File: src/rtl/seq_detect_param.sv
// Serial pattern detector with a runtime-loadable pattern, length and overlap mode.
// detected pulses one cycle after the consuming edge of the final pattern bit.
module seq_detect_param #(
  parameter int PAT_W = 8,
  parameter int CNT_W = 8,
  localparam int LEN_W = $clog2(PAT_W + 1)
) (
  input  logic             clk,
  input  logic             reset_n,
  input  logic             in_valid,
  input  logic             input_bit,
  input  logic             cfg_load,
  input  logic [PAT_W-1:0] cfg_pattern,
  input  logic [LEN_W-1:0] cfg_len,
  input  logic             cfg_overlap,
  input  logic             clear,
  output logic             detected,
  output logic [CNT_W-1:0] match_count,
  output logic             overflow,
  output logic             cfg_err
);

  localparam logic [LEN_W-1:0] FILL_MAX = LEN_W'(PAT_W);
  localparam logic [CNT_W-1:0] CNT_MAX  = '1;

  logic [PAT_W-1:0] r_pat;
  logic [LEN_W-1:0] r_len;
  logic             r_ovl;
  logic [PAT_W-1:0] r_hist;
  logic [LEN_W-1:0] r_fill;
  logic             r_det;
  logic [CNT_W-1:0] r_cnt;
  logic             r_ovf;
  logic             r_err;

  logic             w_consume;
  logic [PAT_W-1:0] w_hist_nxt;
  logic [LEN_W-1:0] w_fill_nxt;
  logic [PAT_W-1:0] w_mask;
  logic [PAT_W-1:0] w_diff;
  logic             w_match;

  assign w_consume  = in_valid & ~cfg_load;
  assign w_hist_nxt = {r_hist[PAT_W-2:0], input_bit};
  assign w_fill_nxt = (r_fill == FILL_MAX) ? r_fill : r_fill + 1'b1;

  // Only the low len_q bits of the history take part in the compare.
  for (genvar i = 0; i < PAT_W; i++) begin : g_cmp
    assign w_mask[i] = (LEN_W'(i) < r_len);
    assign w_diff[i] = w_mask[i] & (w_hist_nxt[i] ^ r_pat[i]);
  end

  assign w_match = w_consume && !r_err && (w_fill_nxt >= r_len) && (w_diff == '0);

  always_ff @(posedge clk or negedge reset_n) begin
    if (!reset_n) begin
      r_pat  <= '0;
      r_len  <= FILL_MAX;
      r_ovl  <= 1'b1;
      r_err  <= 1'b0;
      r_hist <= '0;
      r_fill <= '0;
    end else if (cfg_load) begin
      r_pat  <= cfg_pattern;
      r_len  <= cfg_len;
      r_ovl  <= cfg_overlap;
      r_err  <= (cfg_len == '0) || (cfg_len > FILL_MAX);
      r_hist <= '0;
      r_fill <= '0;
    end else if (w_consume) begin
      r_hist <= w_hist_nxt;
      // Non-overlapping mode restarts the fill so the next match needs len fresh bits.
      r_fill <= (w_match && !r_ovl) ? '0 : w_fill_nxt;
    end
  end

  always_ff @(posedge clk or negedge reset_n) begin
    if (!reset_n) r_det <= 1'b0;
    else          r_det <= w_match;
  end

  always_ff @(posedge clk or negedge reset_n) begin
    if (!reset_n) begin
      r_cnt <= '0;
      r_ovf <= 1'b0;
    end else if (clear) begin
      r_cnt <= '0;
      r_ovf <= 1'b0;
    end else if (w_match) begin
      if (r_cnt != CNT_MAX) r_cnt <= r_cnt + 1'b1;
      else                  r_ovf <= 1'b1;
    end
  end

  assign detected    = r_det;
  assign match_count = r_cnt;
  assign overflow    = r_ovf;
  assign cfg_err     = r_err;

endmodule

File: config.mk
export PLATFORM = sky130hd
export DESIGN_NAME = seq_detect_param
export DESIGN_NICKNAME = d
export VERILOG_FILES = /design/src/rtl/seq_detect_param.sv
export SDC_FILE = /design/constraint.sdc
export NUM_CORES = 1
export LEC_CHECK = 0
export CAP_MARGIN = 25
export CORE_MARGIN = 8
export CORE_UTILIZATION = 45
export CTS_CLUSTER_SIZE = 28
export DETAILED_ROUTE_END_ITERATION = 8
export GPL_TIMING_DRIVEN = 0
export PLACE_DENSITY = 0.69
export SLEW_MARGIN = 20
export SYNTH_ARGS = -nofsm -noshare
export SYNTH_HDL_FRONTEND = slang
export SYNTH_SLANG_ARGS = --single-unit
File: constraint.sdc
create_clock -name clk -period 2.6 [get_ports clk]
set_input_delay 0.26 -clock clk [delete_from_list [all_inputs] [get_ports clk]]
set_output_delay 0.26 -clock clk [all_outputs]
set_load 0.005 [all_outputs]
==> summary.md <==
| Metric | Value |
|---|---|
| Status | complete, no violations |
| Layout area overhead | 36.3% |
| PD cells | roughly 480 mW/mm² |
| Fin crit share | 97.9% |
| Design Area, Final | 0.00248 mm² |
| Input/output buffers | 26 |
| Worst slew margin | just under 70% |
| Total number of vias | 1428 |
| Finished Layout Cells | 259 |
| Clk slew on worst S/H paths | ~0.060 ns |
| CP max FO | 7 |
| Leakage | between 1 and 1.5 nW |
| Post-synth cell types | 41 |
| GP Congestion | a little under 0.8 |
| Yosys Warn Count | 0 |
| Dpl ws | -0.257 ns |
| CTS Root Cell | clkbuf_8 |
| Sequential area share after synthesis | 48.3% |
| First-pass GRT wire length | between 6000 and 7000 µm |
| Sequential Area | ~880 µm² |
| CTS Buf Count | 5 |
| CTS tree | yes |
| Top-Level Pins | 30 |
| Largest net degree at the start of global routing | 25 |
| CP max stage cell | or4_4 |
| Setup Viol. Count Final | 0 |
| Total negative setup slack | 0 ns |
| Final Max Tran Viols | 0 |
| # Max-Cap Violations | 0 |
| Total die area | 0.00633 mm² |
| Gate count after technology mapping | 164 |
| Final min period | 2.55 ns |
| Final wirelength | about 4200 µm |
| Global Route Usage Sum | around 14% |
| Max Freq | between 300 and 400 MHz |
| Remaining Overflow, GRT | 0 |
| Commonest non-fill, non-tap cell in the layout | dfrtp_1 |
| Avg Inst Size Synth | approximately 11 µm² |
| Inst Count DP | around 240 |
| Antenna cells | 0 |
| Die Height | about 80 µm |
| Antenna violations before repair | 0 |
| Nature of the critical path endpoint | flop |
| Unrepaired setup endpoints after global routing | yes |
| Final ANT Viol Nets | 0 |
| Final net count | around 240 |
| Initial Util | approximately 46% |
| Maximum VDD drop | 0.336 mV |
| Clk sink count | 35 |
| Hold slack | between 0.3 and 0.4 ns |
| CP max stage delay | 0.54 ns |
| H-Tree Level Count | 2 |
| Area of the mapped netlist | 0.00182 mm² |
| CP arrival | roughly 2.8 ns |
| Multi-input gate area | a little over 0.001 mm² |
| Startpoint Class | flop |
| Rows | 23 |
| WS Path Type | reg -> reg |
| DRT iter0 DRCs | 40 |
| # fillers | between 300 and 400 |
| Placed cell area | between 0.002 and 0.0025 mm² |
| Core footprint | a little under 0.004 mm² |
| Synth Register Bits | 35 |
| Syn nets | between 150 and 200 |
| Worst endpoint required time | ~2.8 ns |
| Most frequent cells in the layout | 32 x dfrtp_1, 25 x clkdlybuf4s50_1, 16 x nor2_1 |
| Clock Path Buffers | 2 |
| Vias in the first global route | approximately 1600 |
| Drt wl/cell | roughly 16 µm |
| Routed vias/inst | ~5.5 |
| Final hold violation count | 0 |
| Hpwl dp | ~3100 µm |
| Worst skew pair latency | between 0.2 and 0.3 ns |
| Fraction of layout cells with a size suffix above 1 | ~28% |
| DRC viols | 0 |
| Slew @ Worst Pin | between 0.4 and 0.5 ns |
| DR pass1 iterations | 4 |
| Post-route clock skew | around 0.0043 ns |
| Hold Crit Class | in -> reg |
| Worst-path cell chain | inv_2 -> ha_4 -> nand2_4 -> nand2_4 -> mux2i_4 -> ha_4 -> o21ai_4 -> a2111oi_4 -> nand3_4 -> or4_4 -> a21oi_2 |
| Final worst slack | around 0.053 ns |
| Die span in x | 79.5 µm |
## stage by stage
stage	total power (W)	utilization, %
global route	0.00123	62.8
detailed placement	0.000783	54.8
CTS	0.00118	61.0
finish	0.00118	62.8
floorplan	0.000708	-
global placement	0.000769	54.3
## cells in the mapped netlist
library cell,instances,area (µm²)
a2111oi_0,1,8.76
a2111oi_4,1,27.5
a211oi_2,1,12.5
a21oi_1,9,45.0
a22o_1,1,8.76
a31o_1,1,8.76
a31o_2,1,8.76
a31oi_1,1,6.26
a32o_1,3,30.0
and3_1,2,12.5
and4_1,1,8.76
and4_4,1,11.3
buf_1,3,11.3
buf_2,1,5.00
buf_4,1,7.51
dfrtp_1,33,826
dfstp_2,2,52.6
ha_1,7,87.6
inv_1,6,22.5
mux2_2,10,113
mux2i_1,9,90.1
nand2_1,9,33.8
nand2b_1,3,18.8
nand3_1,4,20.0
nand3_4,1,17.5
nand4_1,1,6.26
nand4b_1,1,8.76
nor2_1,17,63.8
nor2b_1,1,6.26
nor3_1,2,10.0
nor4_2,1,12.5
o21ai_0,5,25.0
o21ai_1,3,15.0
o22ai_1,1,6.26
o31ai_1,2,15.0
or3_1,1,6.26
or3b_1,1,8.76
or4_1,2,15.0
or4b_1,1,10.0
xnor2_1,9,78.8
xor2_1,4,35.0
## worst max-delay path, delay by kind of cell (launching register included)
family	cells	cell delay (ns)
AOI/OAI and AO/OA	3	0.61
buffers and inverters	1	0.08
muxes	1	0.18
DFF	1	0.42
adders and majority gates	2	0.36
and+or+nand+nor	4	0.84
## area by class of cell
class,count,share of cell area (%)
multi-input combinational,118,41.8
sequential,35,35.5
timing repair buffer,39,15.3
clock buffer,6,2.93
tap,50,2.53
buffer,5,0.960
inverter,6,0.910
## cell families (layout without fill, tap and decap cells)
group / count (synthesis) / count (layout) / synth area share, %
simple gates: 49 / 49 / 14.9
flops: 35 / 35 / 48.3
compound gates: 30 / 30 / 12.0
mux: 19 / 19 / 11.2
xor+xnor: 13 / 13 / 6.27
buf+inv: 11 / 56 / 2.55
fa+ha+maj: 7 / 7 / 4.82
## layer usage
metal	global-route usage, %	up-vias	wire length [µm]
met5	0	-	0
met3	4.95	6	201
met4	6.11	0	63
li1	-	683	-
met1	15.7	715	1720
met2	24.4	24	2250
## registers in the layout (all words and copies together), names as in the netlist
name / count
cfg_err: 1
overflow: 1
r_pat: 8
r_len: 4
match_count: 8
r_ovl: 1
r_fill: 4
detected: 1
r_hist: 7
## worst paths after layout
| check | from | to | slack (ns) | cells after the start |
|---|---|---|---|---|
| min in group asynchronous | reset_n | r_pat[1] | 0.41 | 2 |
| setup / recovery | r_fill[0] | match_count[7] | 0.05 | 11 |
| hold / removal | in_valid | r_hist[5] | 0.36 | 3 |
| max in group asynchronous | reset_n | r_ovl | 1.71 | 3 |
| setup reg to reg | r_fill[0] | match_count[7] | 0.05 | 11 |
| hold reg to reg | overflow | overflow | 0.51 | 2 |
## timing repair
item / CTS / global route
pin swaps: 16 / 13
setup endpoints to repair: 13 / 12
hold endpoints to repair: 11 / 0
hold buffers: 1 / 0
setup buffers: 9 / 2
gates resized for setup: 20 / 12
## power breakdown
| group | internal [W] | switching [W] | leakage (nW) |
|---|---|---|---|
| clock | 0.000178 | 0.000174 | 0.0371 |
| combinational | 0.000121 | 0.000104 | 0.540 |
| sequential | 0.000573 | 0.0000270 | 0.451 |
| total | 0.000872 | 0.000305 | 1.03 |
(Power assumes the default switching activity.)
